===== config.mk =====
export PLATFORM = sky130hd
export DESIGN_NAME = thread_scheduler
export DESIGN_NICKNAME = d
export VERILOG_FILES = /design/src/rtl/thread_scheduler_pkg.sv /design/src/rtl/thread_delay_line.sv /design/src/rtl/thread_scheduler.sv
export SDC_FILE = /design/constraint.sdc
export NUM_CORES = 1
export LEC_CHECK = 0
export ABC_AREA = 1
export BUFFER_PORTS_ARGS = -buffer_cell sky130_fd_sc_hd__buf_4
export CAP_MARGIN = 5
export CORE_ASPECT_RATIO = 0.5
export CORE_UTILIZATION = 45
export CTS_CLUSTER_DIAMETER = 50
export CTS_CLUSTER_SIZE = 14
export DETAILED_ROUTE_END_ITERATION = 7
export HOLD_SLACK_MARGIN = 0.15
export PLACE_DENSITY = 0.77
export SKIP_CTS_REPAIR_TIMING = 1
export SYNTH_ARGS = -nofsm -noshare
export SYNTH_HDL_FRONTEND = slang
export SYNTH_SLANG_ARGS = --single-unit
export TNS_END_PERCENT = 50

===== constraint.sdc =====
create_clock -name clk -period 3.15 [get_ports clk]
set_input_delay 0.315 -clock clk [delete_from_list [all_inputs] [get_ports clk]]
set_output_delay 0.315 -clock clk [all_outputs]
set_load 0.005 [all_outputs]

===== src/rtl/thread_scheduler_pkg.sv =====
// -----------------------------------------------------------------------------
// thread_scheduler_pkg
// Shared types and constants for the barrel-thread issue stage.
//   NUM_THREADS   : number of hardware threads (power of two, >= 2)
//   TIDX_W        : thread-index width
//   STARTUP_ADDR  : PC value the PC-vector initialiser loads for every thread
//   thread_idx_t  : thread index type
//   sched_state_e : scheduler FSM states
//   pipe_entry_t  : one delay-line slot {thread index, valid}
// -----------------------------------------------------------------------------
package thread_scheduler_pkg;

  localparam int NUM_THREADS = 16;
  localparam int TIDX_W      = $clog2(NUM_THREADS);

  localparam logic [31:0] STARTUP_ADDR = 32'h0000_0000;

  typedef logic [TIDX_W-1:0] thread_idx_t;

  typedef enum logic {
    INIT = 1'b0,
    RUN  = 1'b1
  } sched_state_e;

  typedef struct packed {
    thread_idx_t index;
    logic        valid;
  } pipe_entry_t;

endpackage


===== src/rtl/thread_delay_line.sv =====
// -----------------------------------------------------------------------------
// thread_delay_line
// Fixed-depth shift register of {thread index, valid} slots. Stage 0 is the
// combinational issue slot; stages 1..DEPTH are registered.
// Ports:
//   clk, reset : clock, synchronous active-high reset (clears every stage)
//   stage0     : issue slot entering the line
//   tap        : contents of stage TAP
//   tail       : contents of the last stage
// -----------------------------------------------------------------------------
module thread_delay_line
  import thread_scheduler_pkg::*;
#(
  parameter int DEPTH = 8,
  parameter int TAP   = 4
) (
  input  logic        clk,
  input  logic        reset,
  input  pipe_entry_t stage0,
  output pipe_entry_t tap,
  output pipe_entry_t tail
);

  // stage_q is driven only by continuous assigns; each stage owns its own
  // register inside the generate block.
  pipe_entry_t stage_q [0:DEPTH];

  assign stage_q[0] = stage0;

  generate
    for (genvar gi = 1; gi <= DEPTH; gi++) begin : g_stage
      pipe_entry_t slot_reg;

      always_ff @(posedge clk) begin
        if (reset) begin
          slot_reg <= '0;
        end else begin
          slot_reg <= stage_q[gi-1];
        end
      end

      assign stage_q[gi] = slot_reg;
    end
  endgenerate

  assign tap  = stage_q[TAP];
  assign tail = stage_q[DEPTH];

endmodule


===== src/rtl/thread_scheduler.sv =====
// -----------------------------------------------------------------------------
// thread_scheduler
// Round-robin barrel-thread issue stage. A free-running index counter selects
// the thread whose PC is read each cycle; the index and its valid bit travel
// down a delay line so the PC-vector write port and execute stage see a
// matched index. Issue is held off for INIT_CYCLES after reset while the PC
// memory is initialised.
// Ports:
//   clk, reset             : clock, synchronous active-high reset
//   i_thread_enable        : per-thread run mask, sampled at issue only
//   i_pc                   : PC of the thread at stage 0
//   o_thread_index_counter : issue index (PC-vector read address)
//   o_imem_addr            : registered word address i_pc[IMEM_AW+1:2]
//   o_fetch_valid          : o_imem_addr belongs to a valid issue
//   o_thread_index_execute : index at stage EXEC_STAGE (PC-vector write addr)
//   o_valid_execute        : valid bit at stage EXEC_STAGE
//   o_init_done            : high once issue is permitted
// -----------------------------------------------------------------------------
module thread_scheduler
  import thread_scheduler_pkg::*;
#(
  parameter int PIPE_DEPTH  = 8,
  parameter int EXEC_STAGE  = 4,
  parameter int INIT_CYCLES = 8,
  parameter int IMEM_AW     = 10
) (
  input  logic                   clk,
  input  logic                   reset,
  input  logic [NUM_THREADS-1:0] i_thread_enable,
  input  logic [31:0]            i_pc,
  output logic [TIDX_W-1:0]      o_thread_index_counter,
  output logic [IMEM_AW-1:0]     o_imem_addr,
  output logic                   o_fetch_valid,
  output logic [TIDX_W-1:0]      o_thread_index_execute,
  output logic                   o_valid_execute,
  output logic                   o_init_done
);

  localparam int ICW = (INIT_CYCLES > 1) ? $clog2(INIT_CYCLES) : 1;
  localparam logic [ICW-1:0] INIT_LAST = ICW'(INIT_CYCLES - 1);

  sched_state_e         state_reg;
  thread_idx_t          counter_reg;
  logic [ICW-1:0]       init_cnt_reg;
  logic                 init_done_reg;
  logic [IMEM_AW-1:0]   imem_addr_reg;
  logic                 fetch_valid_reg;

  logic                 issue_valid;
  pipe_entry_t          issue_entry;
  pipe_entry_t          exec_entry;
  pipe_entry_t          unused_tail;
  logic                 unused_pc_bits;

  // Byte-offset and out-of-range PC bits are deliberately dropped.
  assign unused_pc_bits = ^{i_pc[31:IMEM_AW+2], i_pc[1:0]};

  // The enable mask is only consulted here, at issue; anything already in
  // the delay line keeps the valid it was issued with.
  assign issue_valid       = (state_reg == RUN) && i_thread_enable[counter_reg];
  assign issue_entry.index = counter_reg;
  assign issue_entry.valid = issue_valid;

  // Issue counter and init FSM. The counter runs in both states so the
  // barrel cadence never changes; the first valid issue therefore lands on
  // whatever thread the counter points at when RUN begins.
  always_ff @(posedge clk) begin
    if (reset) begin
      state_reg     <= INIT;
      counter_reg   <= '0;
      init_cnt_reg  <= '0;
      init_done_reg <= 1'b0;
    end else begin
      counter_reg <= counter_reg + TIDX_W'(1);
      case (state_reg)
        INIT: begin
          if (init_cnt_reg == INIT_LAST) begin
            state_reg     <= RUN;
            init_done_reg <= 1'b1;
          end else begin
            init_cnt_reg <= init_cnt_reg + ICW'(1);
          end
        end
        RUN: begin
          state_reg     <= RUN;
          init_done_reg <= 1'b1;
        end
        default: begin
          state_reg     <= INIT;
          init_done_reg <= 1'b0;
        end
      endcase
    end
  end

  // Fetch register, aligned with delay-line stage 1.
  always_ff @(posedge clk) begin
    if (reset) begin
      imem_addr_reg   <= '0;
      fetch_valid_reg <= 1'b0;
    end else begin
      imem_addr_reg   <= i_pc[IMEM_AW+1:2];
      fetch_valid_reg <= issue_valid;
    end
  end

  thread_delay_line #(
    .DEPTH (PIPE_DEPTH),
    .TAP   (EXEC_STAGE)
  ) u_delay_line (
    .clk    (clk),
    .reset  (reset),
    .stage0 (issue_entry),
    .tap    (exec_entry),
    .tail   (unused_tail)
  );

  assign o_thread_index_counter = counter_reg;
  assign o_imem_addr            = imem_addr_reg;
  assign o_fetch_valid          = fetch_valid_reg;
  assign o_thread_index_execute = exec_entry.index;
  assign o_valid_execute        = exec_entry.valid;
  assign o_init_done            = init_done_reg;

endmodule


==> results_dict.tcl, run 1 <==
set metrics [dict create \
    cp_top_family "flip-flops" \
    wl_per_cell_microns 8.90 \
    p_total_mw 0.990 \
    drc_errors 0 \
    clkSlewWorstSetupHoldPaths_ns 0.07 \
    synth-edff-count 0 \
    synth_ff_type "dfxtp_1" \
    syn2layout_area_growth_pct 35.6 \
    synth_cell_types 13 \
    finalMaxSlewViolations 0 \
    yosysSeqAreaShare 0.580 \
    drtAntennaViolNets 0 \
    whs_path_depth 3 \
    largest_reg_flops 15 \
    first_global_vias 920 \
    rows 13 \
    antenna_found_initial 0 \
    clock.fmax_ghz 0.717 \
    core_area_sq_mm 0.00272 \
    fin_crit_ns 1.39 \
    setup_tns_ns 0 \
    detail_route.vias_per_cell 4.22 \
    port_buffers 48 \
    syn_area_sq_mm 0.00135 \
    vias 1093 \
    finalHoldViolations 0 \
    max_stage_delay_ns 0.60 \
    clock-skew-final_ns 0.00205 \
    cts_root_buf "clkbuf_8" \
    endpoint_kind "primary output" \
    fp.dieArea_sq_mm 0.00322 \
    fin_util 0.672 \
    required_ns 2.83 \
    clock-sinks 39 \
    final_cell_mix "buf_4, inv_1, dfxtp_1" \
    cts_tree "done" \
    fin_nets 274 \
    worst_pin_slew_ns 0.445 \
    slowest_stage "dfxtp_1" \
    async_flop_share 0 \
    clockBufferDepth 2 \
    status "completed" \
    path_max_fanout 13 \
    wl_microns 2310 \
    dr.pass1.iters 4 \
    synth_nets 224 \
    ir_drop_mv 0.263 \
    rsz0062_at_grt "no" \
    cp_num_cells 1 \
    start_kind "flip-flop" \
    grt.overflow.total 0 \
    rr_worst_depth 6 \
    htreeDepth 2 \
    yosys.area_share.adder 0.0279 \
    path_class "flip-flop to primary output" \
    fp.dieW_microns 79.3 \
    grt.total_usage 0.163 \
    place_inst 251 \
    synth_top_family_by_area "simple AND/OR/NAND/NOR gates" \
    grt_pass1_wl_microns 3680 \
    place_congestion 0.744 \
    layout.cells.most_common "buf_4" \
    leakage_nw 0.941 \
    dp_hpwl_microns 1670 \
    die_h_microns 40.7 \
    synthMuxAreaShare 0 \
    drive_gt1_frac 0.257 \
    timing.slew.headroom 0.703 \
    cp_num_buf_inv 1 \
    start_util 0.495 \
    hp-class "input port to flip-flop" \
    stdcell_count 259 \
    syn_area_per_cell_sq_um 7.87 \
    setup_violations 0 \
    cts-buffers-inserted 5 \
    postSynthCellCount 171 \
    cap_violations 0 \
    yosysWarningCount 0 \
    grt_max_degree 38 \
    pin_count 71 \
    arrival_ns 1.08 \
    synth-simple-area-share 0.222 \
    synth-compound-area-share 0.0279 \
    crit_path_cell_trace "buf_4" \
    finalCritPeriodShare 0.443 \
    synth_seq_cells 39 \
    first_iter_violations 35 \
    n_antenna_cell 0 \
    synth_xor_area_frac 0.00651 \
    pwr_density_cell_mw_per_mm2 543 \
    clock_latency_ns 0.29 \
]
-- power breakdown --
group          switching, mW  leakage, nW  total [mW]  internal [mW]
clock                  0.169       0.0505       0.368          0.199
sequential            0.0133        0.319       0.526          0.512
combinational         0.0427        0.572      0.0968         0.0541
-- layout make-up --
type / instances / area, sq um
sequential: 39 / 781
multi-input combinational: 87 / 383
fill: 217 / 892
inverter: 40 / 150
clock buffer: 7 / 96.3
clock inverter: 1 / 7.51
tap: 37 / 46.3
timing repair buffer: 48 / 360
-- logic make-up after synthesis --
family | after synthesis
compound gates | 7
xor+xnor | 1
fa+ha+maj | 3
buf+inv | 45
flops | 39
simple gates | 76
-- layer usage --
metal  global-route usage  vias up  share of wire
met5                    0        -              0
met4               0.0955        0          0.015
met3               0.0689        4          0.056
met2                0.313       33           0.48
met1                0.160      464           0.45
li1                     -      592              -
-- per-stage QoR --
| stage | setup slack (ns) | hold WS [ns] | cell area (sq um) |
|---|---|---|---|
| after global routing | 1.60 | 0.224 | 1820 |
| after CTS | 1.75 | 0.215 | 1820 |
| after detailed placement | 1.81 | 0.394 | 1720 |
| after floorplan | 1.93 | 0.388 | 1350 |
| after global placement | 1.83 | 0.389 | 1720 |
| final | 1.76 | 0.224 | 1820 |
-- synthesized netlist by cell type, types with 2 or more instances --
cell type,count,area (sq um)
inv_1,39,146
dfxtp_1,39,781
ha_1,3,37.5
nand2_1,27,101
a21oi_1,4,20.0
buf_2,4,20.0
nand3_1,11,55.1
o21ai_0,2,10.0
nor2_1,38,143
-- worst paths after layout --
kind	end	start	slack [ns]
worst max-delay path	o_thread_index_counter[0]	o_thread_index_counter[0]	1.76
worst min-delay path	o_imem_addr[4]	i_pc[6]	0.22
worst max register to register	o_init_done	init_cnt_reg[0]	1.77
worst min register to register	u_delay_line.tap[3]	u_delay_line.g_stage[3].slot_reg[3]	0.40
Note: power is estimated with default switching activity, not from simulation.
==> run 2, diff against run 1 <==
--- a/config.mk
+++ b/config.mk
@@ -5,16 +5,16 @@
 export SDC_FILE = /design/constraint.sdc
 export NUM_CORES = 1
 export LEC_CHECK = 0
-export ABC_AREA = 1
+export ABC_AREA = 0
 export BUFFER_PORTS_ARGS = -buffer_cell sky130_fd_sc_hd__buf_4
 export CAP_MARGIN = 5
 export CORE_ASPECT_RATIO = 0.5
-export CORE_UTILIZATION = 45
+export CORE_UTILIZATION = 42
 export CTS_CLUSTER_DIAMETER = 50
 export CTS_CLUSTER_SIZE = 14
 export DETAILED_ROUTE_END_ITERATION = 7
 export HOLD_SLACK_MARGIN = 0.15
-export PLACE_DENSITY = 0.77
+export PLACE_DENSITY = 0.74
 export SKIP_CTS_REPAIR_TIMING = 1
 export SYNTH_ARGS = -nofsm -noshare
 export SYNTH_HDL_FRONTEND = slang
==> constraint.sdc (replaced) <==
create_clock -name clk -period 1.32 [get_ports clk]
set_input_delay 0.132 -clock clk [delete_from_list [all_inputs] [get_ports clk]]
set_output_delay 0.132 -clock clk [all_outputs]
set_load 0.005 [all_outputs]
==> run 2 against run 1 <==
  * The flow now finishes with violations (setup timing)
  * Routed wire length is 6.0% lower
  * Combinational power grew to 2.7 times the previous value
  * Global-route usage is 2.3 points lower
  * Sequential power is 140% higher
  * Clock skew is 0.0015 ns higher
  * First-iteration DRC count is 11% lower
  * Register-to-register slack worse by 1.8 ns
  * Via count is 15% lower
  * Critical endpoint is now u_delay_line.g_stage[1].slot_reg[0]
==> results_dict.tcl, run 2 <==
set metrics [dict create \
    clock-skew-final_ns 0.00355 \
    p_total_mw 2.66 \
    final_cell_mix "buf_4, dfxtp_1, nor2b_1" \
    cp_top_family "multiplexers" \
    syn_area_sq_mm 0.00127 \
    async_flop_share 0 \
    yosys.area_share.adder 0.0295 \
    wl_met2_microns 1010 \
    grt_pass1_wl_microns 3180 \
    syn2layout_area_growth_pct 51.4 \
    layout.cells.most_common "buf_4" \
    synthTopCellsByCount "dfxtp_1, nor2b_1, nor2_1" \
    core_area_sq_mm 0.00273 \
    first_global_vias 764 \
    highest_layer "met4" \
    fin_nets 228 \
    reg2reg_from "o_thread_index_counter[0]" \
    rr_worst_depth 3 \
    worst_pin_slew_ns 0.395 \
    cts-buffers-inserted 5 \
    cts_tree "done" \
    cap_violations 0 \
    cp_num_buf_inv 0 \
    r2r_slack_ns -0.006 \
    synth-simple-area-share 0.196 \
    stdcell_count 213 \
    r2r-end "u_delay_line.g_stage[1].slot_reg[0]" \
    endpoint_kind "flip-flop" \
    vias 930 \
    m1WireLength_microns 999 \
    finalHoldViolations 0 \
    synth_ff_type "dfxtp_1" \
    clockBufferDepth 2 \
    start_kind "flip-flop" \
    drive_gt1_frac 0.364 \
    fin_crit_ns 1.33 \
    violations "setup timing" \
    yosysTopAreaCellShare 0.614 \
    detail_route.vias_per_cell 4.37 \
    grt_max_degree 28 \
    synth-compound-area-share 0.0462 \
    wl_per_cell_microns 10.2 \
    synth_xor_area_frac 0.0206 \
    timing.slew.headroom 0.736 \
    hp-class "input port to flip-flop" \
    yosys-top-cells-area "dfxtp_1, nor2b_1, mux4_2, mux2i_1, ha_1" \
    slowest_stage "mux4_2" \
    clock-sinks 39 \
    setup_violations 1 \
    setup_ws_ns -0.00605 \
    synth_seq_cells 39 \
    min_from "i_thread_enable[8]" \
    first_iter_violations 31 \
    finalCritPeriodShare 1.00 \
    cp_num_cells 3 \
    arrival_ns 1.51 \
    path_class "flip-flop to flip-flop" \
    yosysMostFrequentCell "dfxtp_1" \
    crit_path_start "o_thread_index_counter[0]" \
    port_buffers 48 \
    synth_cell_types 22 \
    path_max_fanout 3 \
    fin_util 0.705 \
    postSynthCellCount 111 \
    required_ns 1.50 \
    start_util 0.466 \
    yosysSeqAreaShare 0.614 \
    die_h_microns 40.9 \
    clkSlewWorstSetupHoldPaths_ns 0.07 \
    synth-edff-count 0 \
    synth_top_family_by_area "simple AND/OR/NAND/NOR gates" \
    yosysWarningCount 0 \
    largest_reg_flops 15 \
    synthMuxAreaShare 0.0669 \
    grt.overflow.total 0 \
    rsz0062_at_grt "yes" \
    pin_count 71 \
    cts_root_buf "clkbuf_8" \
    drc_errors 0 \
    crit_path_end "u_delay_line.g_stage[1].slot_reg[0]" \
    finalMaxSlewViolations 0 \
    wl_microns 2170 \
    leakage_nw 0.861 \
    pwr_density_cell_mw_per_mm2 1380 \
    grt.total_usage 0.140 \
    status "complete, but fails checks" \
    crit_path_cell_trace "mux4_2 > a2bb2oi_1 > a22o_1" \
    clock_latency_ns 0.28 \
    ir_drop_mv 0.713 \
    place_inst 194 \
    dr.pass1.iters 4 \
    drtAntennaViolNets 0 \
    antenna_found_initial 0 \
    htreeDepth 2 \
    clock.fmax_ghz 0.754 \
    fp.dieW_microns 79.8 \
    n_antenna_cell 0 \
    max_stage_delay_ns 0.51 \
    fp.dieArea_sq_mm 0.00327 \
    place_congestion 0.790 \
    syn_area_per_cell_sq_um 11.5 \
    dr_wl_met3_microns 138 \
    synth_top_cell_by_area "dfxtp_1" \
    rows 13 \
    synth_nets 164 \
]
run 2: worst min path at each step:
stage	endpoint	slack [ns]	cells past startpoint
2_1_floorplan	o_imem_addr[0]	0.26	1
3_3_place_gp	o_imem_addr[8]	0.34	2
3_5_place_dp	o_imem_addr[2]	0.35	2
4_1_cts	o_imem_addr[4]	0.05	2
5_1_grt	u_delay_line.g_stage[1].slot_reg[0]	0.31	4
6_report	u_delay_line.g_stage[1].slot_reg[0]	0.27	4
run 2: cell type report:
class,count,area [sq um]
tap,37,46.3
sequential,39,785
clock inverter,2,60.1
fill,199,806
timing repair buffer,63,500
multi-input combinational,65,459
clock buffer,6,72.6
inverter,1,3.75
run 2: kinds of logic after synthesis:
logic type	Yosys count
AND/OR/NAND/NOR	44
buffers and inverters	7
AO/OA/AOI/OAI	9
adder cells (fa/ha/maj)	3
multiplexers	6
XOR/XNOR	3
flip-flops	39
run 2: worst reg2reg max path, stage by stage (launching register included):
cell       delay, ns
dfxtp_4         0.37
mux4_2          0.51
a2bb2oi_1       0.15
a22o_1          0.20
run 2: per-stage QoR:
stage               hold WS, ns  setup TNS, ns  cell area (sq um)  worst slack (ns)
floorplan                 0.260        -0.0552               1270           -0.0552
global placement          0.340       -0.00442               1680          -0.00442
detailed placement        0.349        -0.0182               1680           -0.0182
CTS                      0.0480        -0.0156               1810           -0.0156
global route              0.309        -0.0581               1930           -0.0508
finish                    0.268       -0.00605               1930          -0.00605
run 2: metal layers:
metal	GRT usage	vias to the layer above
met5	0	-
met4	0.0938	0
met3	0.0467	4
met2	0.241	31
met1	0.158	409
li1	-	486
run 2: power by group:
part,switching (mW),total (mW),internal (mW)
sequential,0.0216,1.24,1.22
combinational,0.0897,0.261,0.171
clock,0.398,1.15,0.755
==> run 3, diff against run 2 <==
==> constraint.sdc (replaced) <==
create_clock -name clk -period 1.44 [get_ports clk]
set_input_delay 0.144 -clock clk [delete_from_list [all_inputs] [get_ports clk]]
set_output_delay 0.144 -clock clk [all_outputs]
set_load 0.005 [all_outputs]
==> run 3 against run 2 <==
  * The run now ends clean
  * Via count up 1.5%
  * Clock skew grew 0.00076 ns
  * Global-route usage grew 0.61 points
  * Total power fell by 8.4%
  * Sequential share of layout area hardly changed
  * Non-clock buffer count did not move
  * Design area barely moved
  * Worst setup slack improved by 0.037 ns
  * Combinational power shrank 7%
  * Core utilization hardly changed
  * Flip-flop and latch count stayed put
  * Worst hold slack better by 0.052 ns
  * Critical path type is now input port to flip-flop
  * Critical endpoint unchanged
  * Largest cell class unchanged
==> results_dict.tcl, run 3 (synthesis results as in run 2) <==
set metrics [dict create \
    setup_violations 0 \
    grt_pass1_wl_microns 3190 \
    drive_gt1_frac 0.358 \
    grt.total_usage 0.146 \
    arrival_ns 1.58 \
    max_stage_delay_ns 0.53 \
    final_cell_mix "buf_4, dfxtp_1, nor2b_1" \
    p_total_mw 2.43 \
    port_buffers 48 \
    fp.dieArea_sq_mm 0.00327 \
    syn2layout_area_growth_pct 51.5 \
    required_ns 1.61 \
    slowest_stage "dlygate4sd3_1" \
    finalCritPeriodShare 0.978 \
    fp.dieW_microns 79.8 \
    core_area_sq_mm 0.00273 \
    htreeDepth 2 \
    die_h_microns 40.9 \
    largest_reg_flops 15 \
    start_util 0.466 \
    cts_root_buf "clkbuf_8" \
    cts_tree "done" \
    detail_route.vias_per_cell 4.43 \
    r2r_slack_ns 0.04 \
    antenna_found_initial 0 \
    wl_per_cell_microns 10.8 \
    finalMaxSlewViolations 0 \
    path_max_fanout 25 \
    fillers 209 \
    endpoint_kind "flip-flop" \
    clock_latency_ns 0.28 \
    drc_errors 0 \
    crit_path_cell_trace "dlygate4sd3_1 > buf_4 > buf_4 > nand3b_1 > a31oi_1 > a22o_1" \
    clock.fmax_ghz 0.710 \
    grt_max_degree 26 \
    leakage_nw 0.859 \
    pin_count 71 \
    first_global_vias 741 \
    place_congestion 0.789 \
    status "completed" \
    start_kind "input port" \
    place_inst 193 \
    cap_violations 0 \
    n_antenna_cell 0 \
    drtAntennaViolNets 0 \
    path_class "input port to flip-flop" \
    grt.overflow.total 0 \
    fin_nets 228 \
    pwr_density_cell_mw_per_mm2 1260 \
    ir_drop_mv 0.610 \
    rsz0062_at_grt "no" \
    fin_crit_ns 1.41 \
    dp_hpwl_microns 1470 \
    hp-class "input port to flip-flop" \
    dr.pass1.iters 2 \
    clockBufferDepth 2 \
    clock-skew-final_ns 0.00431 \
    finalHoldViolations 0 \
    first_iter_violations 13 \
    placed_cell_area_sq_mm 0.00167 \
    finish.instance_area_sq_mm 0.00193 \
    timing.slew.headroom 0.804 \
    vias 944 \
    rows 13 \
    wl_microns 2310 \
    layout.cells.most_common "buf_4" \
    clock-sinks 39 \
    cts-buffers-inserted 5 \
    clkSlewWorstSetupHoldPaths_ns 0.07 \
    worst_pin_slew_ns 0.293 \
    stdcell_count 213 \
    cp_common_cell "buf_4" \
]
## run 3: final timing paths
| check | startpoint | endpoint | cells after the start |
|---|---|---|---|
| worst max-delay path | reset | u_delay_line.g_stage[1].slot_reg[0] | 6 |
| worst max register to register | o_thread_index_counter[0] | u_delay_line.g_stage[1].slot_reg[0] | 3 |
| worst min register to register | u_delay_line.g_stage[3].slot_reg[1] | u_delay_line.tap[1] | 1 |
| worst min-delay path | i_thread_enable[0] | u_delay_line.g_stage[1].slot_reg[0] | 4 |
## run 3: final cells by class
type                       instances  area [sq um]  area share
clock inverter                     2          60.1      0.0311
multi-input combinational         65           457       0.237
inverter                           1          3.75     0.00195
sequential                        39           786       0.408
tap                               37          46.3      0.0240
timing repair buffer              63           503       0.261
clock buffer                       6          72.6      0.0376
## run 3: where the power goes
part           leakage [nW]  switching, mW  internal [mW]
clock                0.0654          0.355          0.692
sequential            0.320         0.0217           1.12
combinational         0.474         0.0860          0.158
total                 0.859          0.462           1.97
## run 3: metrics by stage
stage	hold WS (ns)	util	worst slack, ns	setup TNS (ns)
2_1_floorplan	0.272	-	0.00317	0
3_3_place_gp	0.353	0.611	0.0390	0
3_5_place_dp	0.359	0.611	0.00549	0
4_1_cts	0.0592	0.660	-0.0202	-0.0202
5_1_grt	0.362	0.706	0.00535	0
6_report	0.320	0.706	0.0313	0
## run 3: layer usage
metal / share of wire / track usage / vias to the layer above
met1: 0.44 / 0.148 / 414
met4: 0.024 / 0.125 / 0
met2: 0.47 / 0.259 / 36
met3: 0.062 / 0.0556 / 7
met5: 0 / 0 / -
li1: - / - / 487
## run 3: worst max-delay path, delay by kind of cell
family,cells,cell delay (ns)
AND/OR/NAND/NOR,1,0.15
buffers and inverters,3,1.01
AO/OA/AOI/OAI,2,0.27
